===== config.mk =====
export PLATFORM = sky130hd
export DESIGN_NAME = vga_pattern_generator
export DESIGN_NICKNAME = d
export VERILOG_FILES = /design/src/rtl/vga_pattern_generator.sv
export SDC_FILE = /design/constraint.sdc
export NUM_CORES = 1
export LEC_CHECK = 0
export BUFFER_PORTS_ARGS = -buffer_cell sky130_fd_sc_hd__clkbuf_2
export CORE_UTILIZATION = 51
export CTS_CLUSTER_DIAMETER = 200
export CTS_CLUSTER_SIZE = 8
export DETAILED_ROUTE_END_ITERATION = 16
export PLACE_DENSITY = 0.9
export SYNTH_ARGS = -nofsm -noshare
export SYNTH_HDL_FRONTEND = slang
export SYNTH_SLANG_ARGS = --single-unit

===== constraint.sdc =====
create_clock -name control_clock -period 4.55 [get_ports control_clock]
set_input_delay 0.91 -clock control_clock [delete_from_list [all_inputs] [get_ports control_clock]]
set_output_delay 0.91 -clock control_clock [all_outputs]
set_load 0.1 [all_outputs]

===== src/rtl/vga_pattern_generator.sv =====
// rtl/vga_pattern_generator.sv - two-stage VGA test pattern pixel stage; optional bouncing box overlay when PATTERN_BOX_EN is defined
module vga_pattern_generator #(
  parameter int                      COUNTER_SIZE    = 11,
  parameter logic [COUNTER_SIZE-1:0] THRESHOLD_HSYNC = 11'd1024,
  parameter logic [COUNTER_SIZE-1:0] THRESHOLD_VSYNC = 11'd768,
  parameter int                      PIPE_DEPTH      = 2
) (
  input  logic                    control_clock,
  input  logic                    control_reset,
  input  logic [COUNTER_SIZE-1:0] counter_in_hsync,
  input  logic [COUNTER_SIZE-1:0] counter_in_vsync,
  input  logic                    h_sync_in,
  input  logic                    v_sync_in,
  input  logic [1:0]              pattern_sel,
  output logic [3:0]              red,
  output logic [3:0]              green,
  output logic [3:0]              blue,
  output logic                    h_sync_out,
  output logic                    v_sync_out,
  output logic                    active_video,
  output logic [7:0]              frame_count
);

  // Only counter bits [9:5] feed the patterns; the box overlay needs full 10-bit coordinates.
`ifdef PATTERN_BOX_EN
  localparam int CLO = 0;
`else
  localparam int CLO = 5;
`endif

  // Stage 1 registers
  logic [9:CLO]          r_h1;
  logic [9:CLO]          r_v1;
  logic                  r_act1;
  logic [PIPE_DEPTH-1:0] r_hs_pipe;
  logic [PIPE_DEPTH-1:0] r_vs_pipe;

  // Frame-level state
  logic [1:0]            r_pattern_cur;
  logic [7:0]            r_frame_count;

  // Stage 2 registers
  logic [3:0]            r_red;
  logic [3:0]            r_green;
  logic [3:0]            r_blue;
  logic                  r_active;

  // Combinational helpers
  logic                  w_fs;
  logic                  w_act0;
  logic [2:0]            w_bar_idx;
  logic [11:0]           w_rgb;
  logic [11:0]           w_pix;

  assign w_fs   = (counter_in_hsync == '0) && (counter_in_vsync == '0);
  assign w_act0 = (counter_in_hsync < THRESHOLD_HSYNC) && (counter_in_vsync < THRESHOLD_VSYNC);

  // Stage 1: capture counters, visibility flag and syncs
  always_ff @(posedge control_clock) begin
    if (control_reset) begin
      r_h1      <= '0;
      r_v1      <= '0;
      r_act1    <= 1'b0;
      r_hs_pipe <= '0;
      r_vs_pipe <= '0;
    end else begin
      r_h1      <= counter_in_hsync[9:CLO];
      r_v1      <= counter_in_vsync[9:CLO];
      r_act1    <= w_act0;
      r_hs_pipe <= {r_hs_pipe[PIPE_DEPTH-2:0], h_sync_in};
      r_vs_pipe <= {r_vs_pipe[PIPE_DEPTH-2:0], v_sync_in};
    end
  end

  // Frame start: latch the requested pattern and count the frame; the (0,0) pixel
  // reaches stage 2 one edge later and therefore already sees the new values
  always_ff @(posedge control_clock) begin
    if (control_reset) begin
      r_pattern_cur <= 2'd0;
      r_frame_count <= 8'd0;
    end else if (w_fs) begin
      r_pattern_cur <= pattern_sel;
      r_frame_count <= r_frame_count + 8'd1;
    end
  end

  assign w_bar_idx = r_h1[9:7];

  // Pattern colour from stage-1 coordinates
  always_comb begin
    w_rgb = 12'h000;
    case (r_pattern_cur)
      2'd0: w_rgb = {{4{w_bar_idx[2]}}, {4{w_bar_idx[1]}}, {4{w_bar_idx[0]}}};
      2'd1: w_rgb = (r_h1[5] ^ r_v1[5]) ? 12'hFFF : 12'h000;
      2'd2: w_rgb = {r_h1[9:6], r_v1[9:6], r_frame_count[3:0]};
      default: w_rgb = 12'hFFF;
    endcase
  end

`ifdef PATTERN_BOX_EN
  localparam logic [9:0] BOX_X_MAX = 10'(THRESHOLD_HSYNC - 16);
  localparam logic [9:0] BOX_Y_MAX = 10'(THRESHOLD_VSYNC - 16);

  logic [9:0] r_box_x;
  logic [9:0] r_box_y;
  logic       r_dir_x;  // 1 = moving towards larger coordinates
  logic       r_dir_y;
  logic       w_box_hit;

  // Bounce the box one pixel per axis on each frame start, reversing at the edges
  always_ff @(posedge control_clock) begin
    if (control_reset) begin
      r_box_x <= 10'd0;
      r_box_y <= 10'd0;
      r_dir_x <= 1'b1;
      r_dir_y <= 1'b1;
    end else if (w_fs) begin
      if (r_dir_x) begin
        if (r_box_x == BOX_X_MAX) begin
          r_dir_x <= 1'b0;
          r_box_x <= r_box_x - 10'd1;
        end else begin
          r_box_x <= r_box_x + 10'd1;
        end
      end else begin
        if (r_box_x == 10'd0) begin
          r_dir_x <= 1'b1;
          r_box_x <= r_box_x + 10'd1;
        end else begin
          r_box_x <= r_box_x - 10'd1;
        end
      end
      if (r_dir_y) begin
        if (r_box_y == BOX_Y_MAX) begin
          r_dir_y <= 1'b0;
          r_box_y <= r_box_y - 10'd1;
        end else begin
          r_box_y <= r_box_y + 10'd1;
        end
      end else begin
        if (r_box_y == 10'd0) begin
          r_dir_y <= 1'b1;
          r_box_y <= r_box_y + 10'd1;
        end else begin
          r_box_y <= r_box_y - 10'd1;
        end
      end
    end
  end

  // 11-bit compare so box_x+16 cannot wrap
  assign w_box_hit = ({1'b0, r_h1} >= {1'b0, r_box_x}) &&
                     ({1'b0, r_h1} <  ({1'b0, r_box_x} + 11'd16)) &&
                     ({1'b0, r_v1} >= {1'b0, r_box_y}) &&
                     ({1'b0, r_v1} <  ({1'b0, r_box_y} + 11'd16));
  assign w_pix = w_box_hit ? 12'hFF0 : w_rgb;
`else
  assign w_pix = w_rgb;
`endif

  // Stage 2: register colour with blanking applied outside the visible region
  always_ff @(posedge control_clock) begin
    if (control_reset) begin
      r_red    <= 4'h0;
      r_green  <= 4'h0;
      r_blue   <= 4'h0;
      r_active <= 1'b0;
    end else if (r_act1) begin
      {r_red, r_green, r_blue} <= w_pix;
      r_active <= 1'b1;
    end else begin
      {r_red, r_green, r_blue} <= 12'h000;
      r_active <= 1'b0;
    end
  end

  assign red          = r_red;
  assign green        = r_green;
  assign blue         = r_blue;
  assign active_video = r_active;
  assign h_sync_out   = r_hs_pipe[PIPE_DEPTH-1];
  assign v_sync_out   = r_vs_pipe[PIPE_DEPTH-1];
  assign frame_count  = r_frame_count;

endmodule

# ---- Word-level counts from Yosys, hierarchy flattened
# Index checks and enable logic that the tools add are counted.
dict set report op_classes {
  add_sub_neg 1
  multipliers 0
  div 0
  n_lt_le_gt_ge 2
  eq_ne 2
  n_shift 0
  muxes 3
  bitwise_logic 2
  reduce_logical 6
}
# operator count
set op_table {}
lappend op_table {{case mux 12 bit (3 select lines)} 1}
lappend op_table {{zero test 11 bit} 2}
lappend op_table {{two-way mux 12 bit} 1}
lappend op_table {{< comparator 11 x 10 -> 1 bit, second input constant} 1}
lappend op_table {{< comparator 11 bit, second input constant} 1}
lappend op_table {{adder 8 x 1 -> 8 bit, second input constant} 1}
lappend op_table {{equality test 2 x 1 -> 1 bit, second input constant} 1}
lappend op_table {{equality test 2 bit, second input constant} 1}
lappend op_table {{logical AND 1 bit} 2}
lappend op_table {{zero test 2 bit} 1}
lappend op_table {{OR reduction 2 bit} 1}
lappend op_table {{two-way mux 1 bit} 1}
lappend op_table {{inverter 1 bit} 1}
lappend op_table {{XOR 1 bit} 1}
dict set report totals {
  regBits 38
  latch_bits 0
  ram_bits 0
  rom_bits 0
  input_bits 28
  output_inout_bits 23
  elab_cells 27
  memories 0
}

# ---- Logic depth before layout (Yosys ltp)
dict set report logic_depth {
  word_depth 3
  depth_mapped 5
  mapped_depth_nobuf 4
}

# ---- Worst setup path after synthesis
# OpenSTA, ideal clock, no wires.
dict set report synth_path {
  path_type {input to register}
  from {input port counter_in_hsync[5]}
  to {register r_frame_count[0], in the netlist frame_count[0]}
  setup_ps 121
  arrival_ps 2098
  required_ps 4429
  slack_ps 2331
  stages 5
  n_path_buf 1
  cell_sequence {nor4_1 nand4_1 buf_2 nor2_1 mux2_2}
}
dict set report synth_via {
  elab_chain_len 2
}
# item line_no
set synth_rtl {}
lappend synth_rtl {{from (decl)} 10} ;# input logic [COUNTER_SIZE-1:0] counter_in_hsync,
lappend synth_rtl {{zero test 11 bit} 55} ;# assign w_fs = (counter_in_hsync == '0) && (counter_in_vsync == '0);
lappend synth_rtl {{logical AND 1 bit} 55}
lappend synth_rtl {{to (signal assigned)} 83} ;# r_frame_count <= r_frame_count + 8'd1;
lappend synth_rtl {{to (decl)} 40} ;# logic [7:0] r_frame_count;
# No other way between the ends.
# A chain may end at the register's enable or synchronous reset.

# ---- Worst setup path in the final report
# Ends and elaborated chain as after synthesis.

==> impl_metrics.yaml <==
global_route:
  overflow: 0
  grt_antenna_before_repair: 0
  grt_pass1_vias: 1040
  met2_usage_pct: 37.7
  grt_use_total_pct: 20.5
  gr-max-usage-layer: "met2"
  grt_start_max_net_pins: 32
  use_met3_pct: 5.93
  grt_pass1_wl_mm: 4.17
  use_met1_pct: 21.8
synthesis:
  synthTopCellsByArea: "dfxtp_1 55%, nor2b_1 7.7%, a21oi_1 7.3%"
  synth_seq_cells: 38
  ys_warn_count: 0
  synth_nets: 172
  yosys.cell_types.count: 24
  netlist.area_leader.share_pct: 55.4
  syn-instance-count: 143
  synth-edff-count: 0
  avgSynthCellArea_um2: 9.60
  async_flop_share_pct: 0
  synth_top_area_cell: "dfxtp_1"
  yosysSeqAreaShare_pct: 55.4
  mappedNetlistArea_um2: 1370
  synth_top_flop_cell: "dfxtp_1"
finish:
  nFillCells: 187
  antenna_cells: 0
  fin_nets: 222
  mostFrequentLayoutCell: "clkbuf_2"
  drive_above_1_share_pct: 31.4
  layout_common_cells: "50 x clkbuf_2, 38 x dfxtp_1, 20 x a21oi_1"
  stdcell_area_um2: 1740
  fin_util_pct: 69.5
  area_delta_synth_final_pct: 26.6
setup_path:
  startpoint_type: "input pin"
  critPathSlowestCell: "nor2_1"
  crit_chain: "clkbuf_2 -> nor4_1 -> nand4_1 -> nor2_1 -> mux2_2"
  slowest_delay_ns: 0.48
  end_kind: "flip-flop"
  cp_max_fo: 12
  crit_type: "in -> reg"
  timing.critical_path.buf_inv: 1
  cpLargestDelayFamily: "simple AND/OR/NAND/NOR gates"
  rrSetupSlack_ns: 2.99
  cp.arrival_ns: 2.61
  required_ns: 4.79
detailed_routing:
  routedWlPerCell_um: 12.4
  wirelength_mm: 2.78
  avgViaCountPerCell: 5.28
  drt_pass1_iterations: 4
  final_antenna_net_count: 0
  drc: 0
  num_vias: 1183
  drt_iter0_drc: 20
clocking:
  cts_setup_buffers: 0
  hold_buffers: 0
  clk_pin_slew_worst_paths_ns: 0.12
  cts_resized: 0
  numCtsBuffers: 5
  clock-sinks: 38
  htreeDepth: 2
  clk_latency_ns: 0.34
  cts_root_buf: "clkbuf_4"
  cts_tree: "built"
  clockBufferDepth: 2
sta:
  worst_pin_slew_ns: 0.652
  finalCriticalPeriod_ns: 2.37
  hold_ws_ns: 0.445
  rsz0062_at_grt: "no"
  final_max_slew_viol_count: 0
  fin_skew_ns: 0.0138
  finalCritPeriodShare_pct: 52.1
  fin_setup_tns_ns: 0
  slew_headroom_pct: 56.4
  report.final.hold_viol_count: 0
  fmax_mhz: 422
  setup_viol: 0
run_status:
  status: "completed"
floorplanning:
  dieArea_um2: 2900
  die_x_um: 53.9
  core_um2: 2500
  start_util_pct: 54.9
  io_pins: 51
  die_h_um: 53.9
  rows: 18
placement:
  routabilityCongestion: 0.823
  place_area_um2: 1630
  port_buffers: 50
  hpwl_mm: 2.05
worst_hold_path:
  min_path_type: "reg -> reg"
run:
  cap_violations: 0
power:
  power_density_nw_per_um2: 383
  total_power_w: 0.000666
  irDropWorstVdd_v: 0.000399
  power_leakage_nw: 0.730
[flip-flops by register name, summed over array words and instances (netlist names)]
| signal | flops |
|---|---|
| red | 4 |
| frame_count | 8 |
| active_video | 1 |
| r_v1 | 5 |
| r_h1 | 5 |
| green | 4 |
| r_hs_pipe | 2 |
| r_pattern_cur | 2 |
| blue | 4 |
| r_vs_pipe | 2 |
| r_act1 | 1 |
[synthesized netlist by cell type, drive strengths merged (2+ instances only)]
cell,instances
nand2b,7
nor2,6
mux2,2
nor4,5
dfxtp,38
nand3,3
nand2,13
inv,3
or4,5
buf,2
nor2b,17
clkbuf,5
mux2i,3
o31ai,5
nand4,2
a21oi,20
[cell families (layout without fill, tap and decap cells)]
kind of cell	count (synthesis)	in the layout	synth area share, %
flip-flops	38	38	55.4
XOR/XNOR	1	1	0.638
AND/OR/NAND/NOR	61	61	25.1
adder cells (fa/ha/maj)	1	1	0.911
buffers and inverters	10	61	2.92
multiplexers	5	5	3.83
AO/OA/AOI/OAI	27	27	11.2
[metal layers]
layer / part of all wire [%] / vias to the layer above
met5: 0 / -
met4: 1.0 / 0
met3: 4.8 / 4
met2: 54 / 38
met1: 40 / 539
li1: - / 602
[final timing paths]
| path | startpoint | endpoint | depth (start not counted) |
|---|---|---|---|
| worst max-delay path | counter_in_hsync[5] | frame_count[0] | 5 |
| worst min-delay path | r_v1[8] | green[2] | 2 |
| worst max register to register | frame_count[1] | frame_count[2] | 4 |
| worst min register to register | r_v1[8] | green[2] | 2 |
[where the power goes]
group / internal, W / switching, W
clock: 0.000172 / 0.000109
sequential: 0.000340 / 0.00000264
combinational: 0.0000158 / 0.0000271
total: 0.000528 / 0.000138
[layout make-up]
cell class / count / area, um2 / area share [%]
timing repair buffer: 50 / 250 / 14.4
clock buffer: 5 / 37.5 / 2.16
tap: 30 / 37.5 / 2.16
multi-input combinational: 95 / 572 / 32.9
clock inverter: 3 / 68.8 / 3.96
inverter: 3 / 11.3 / 0.648
sequential: 38 / 761 / 43.8
[tightest hold or removal path: stages (launching register included)]
cell and delay, ns:
dfxtp_1 0.31, nand2_1 0.05, a21oi_1 0.05
[through the flow]
step | worst slack (ns) | instances
after floorplan | 2.33 | 143
after global placement | 1.99 | 216
after detailed placement | 1.86 | 216
after CTS | 2.22 | 224
after global routing | 2.03 | 224
final | 2.18 | 224
Note: power is estimated with default switching activity, not from simulation.
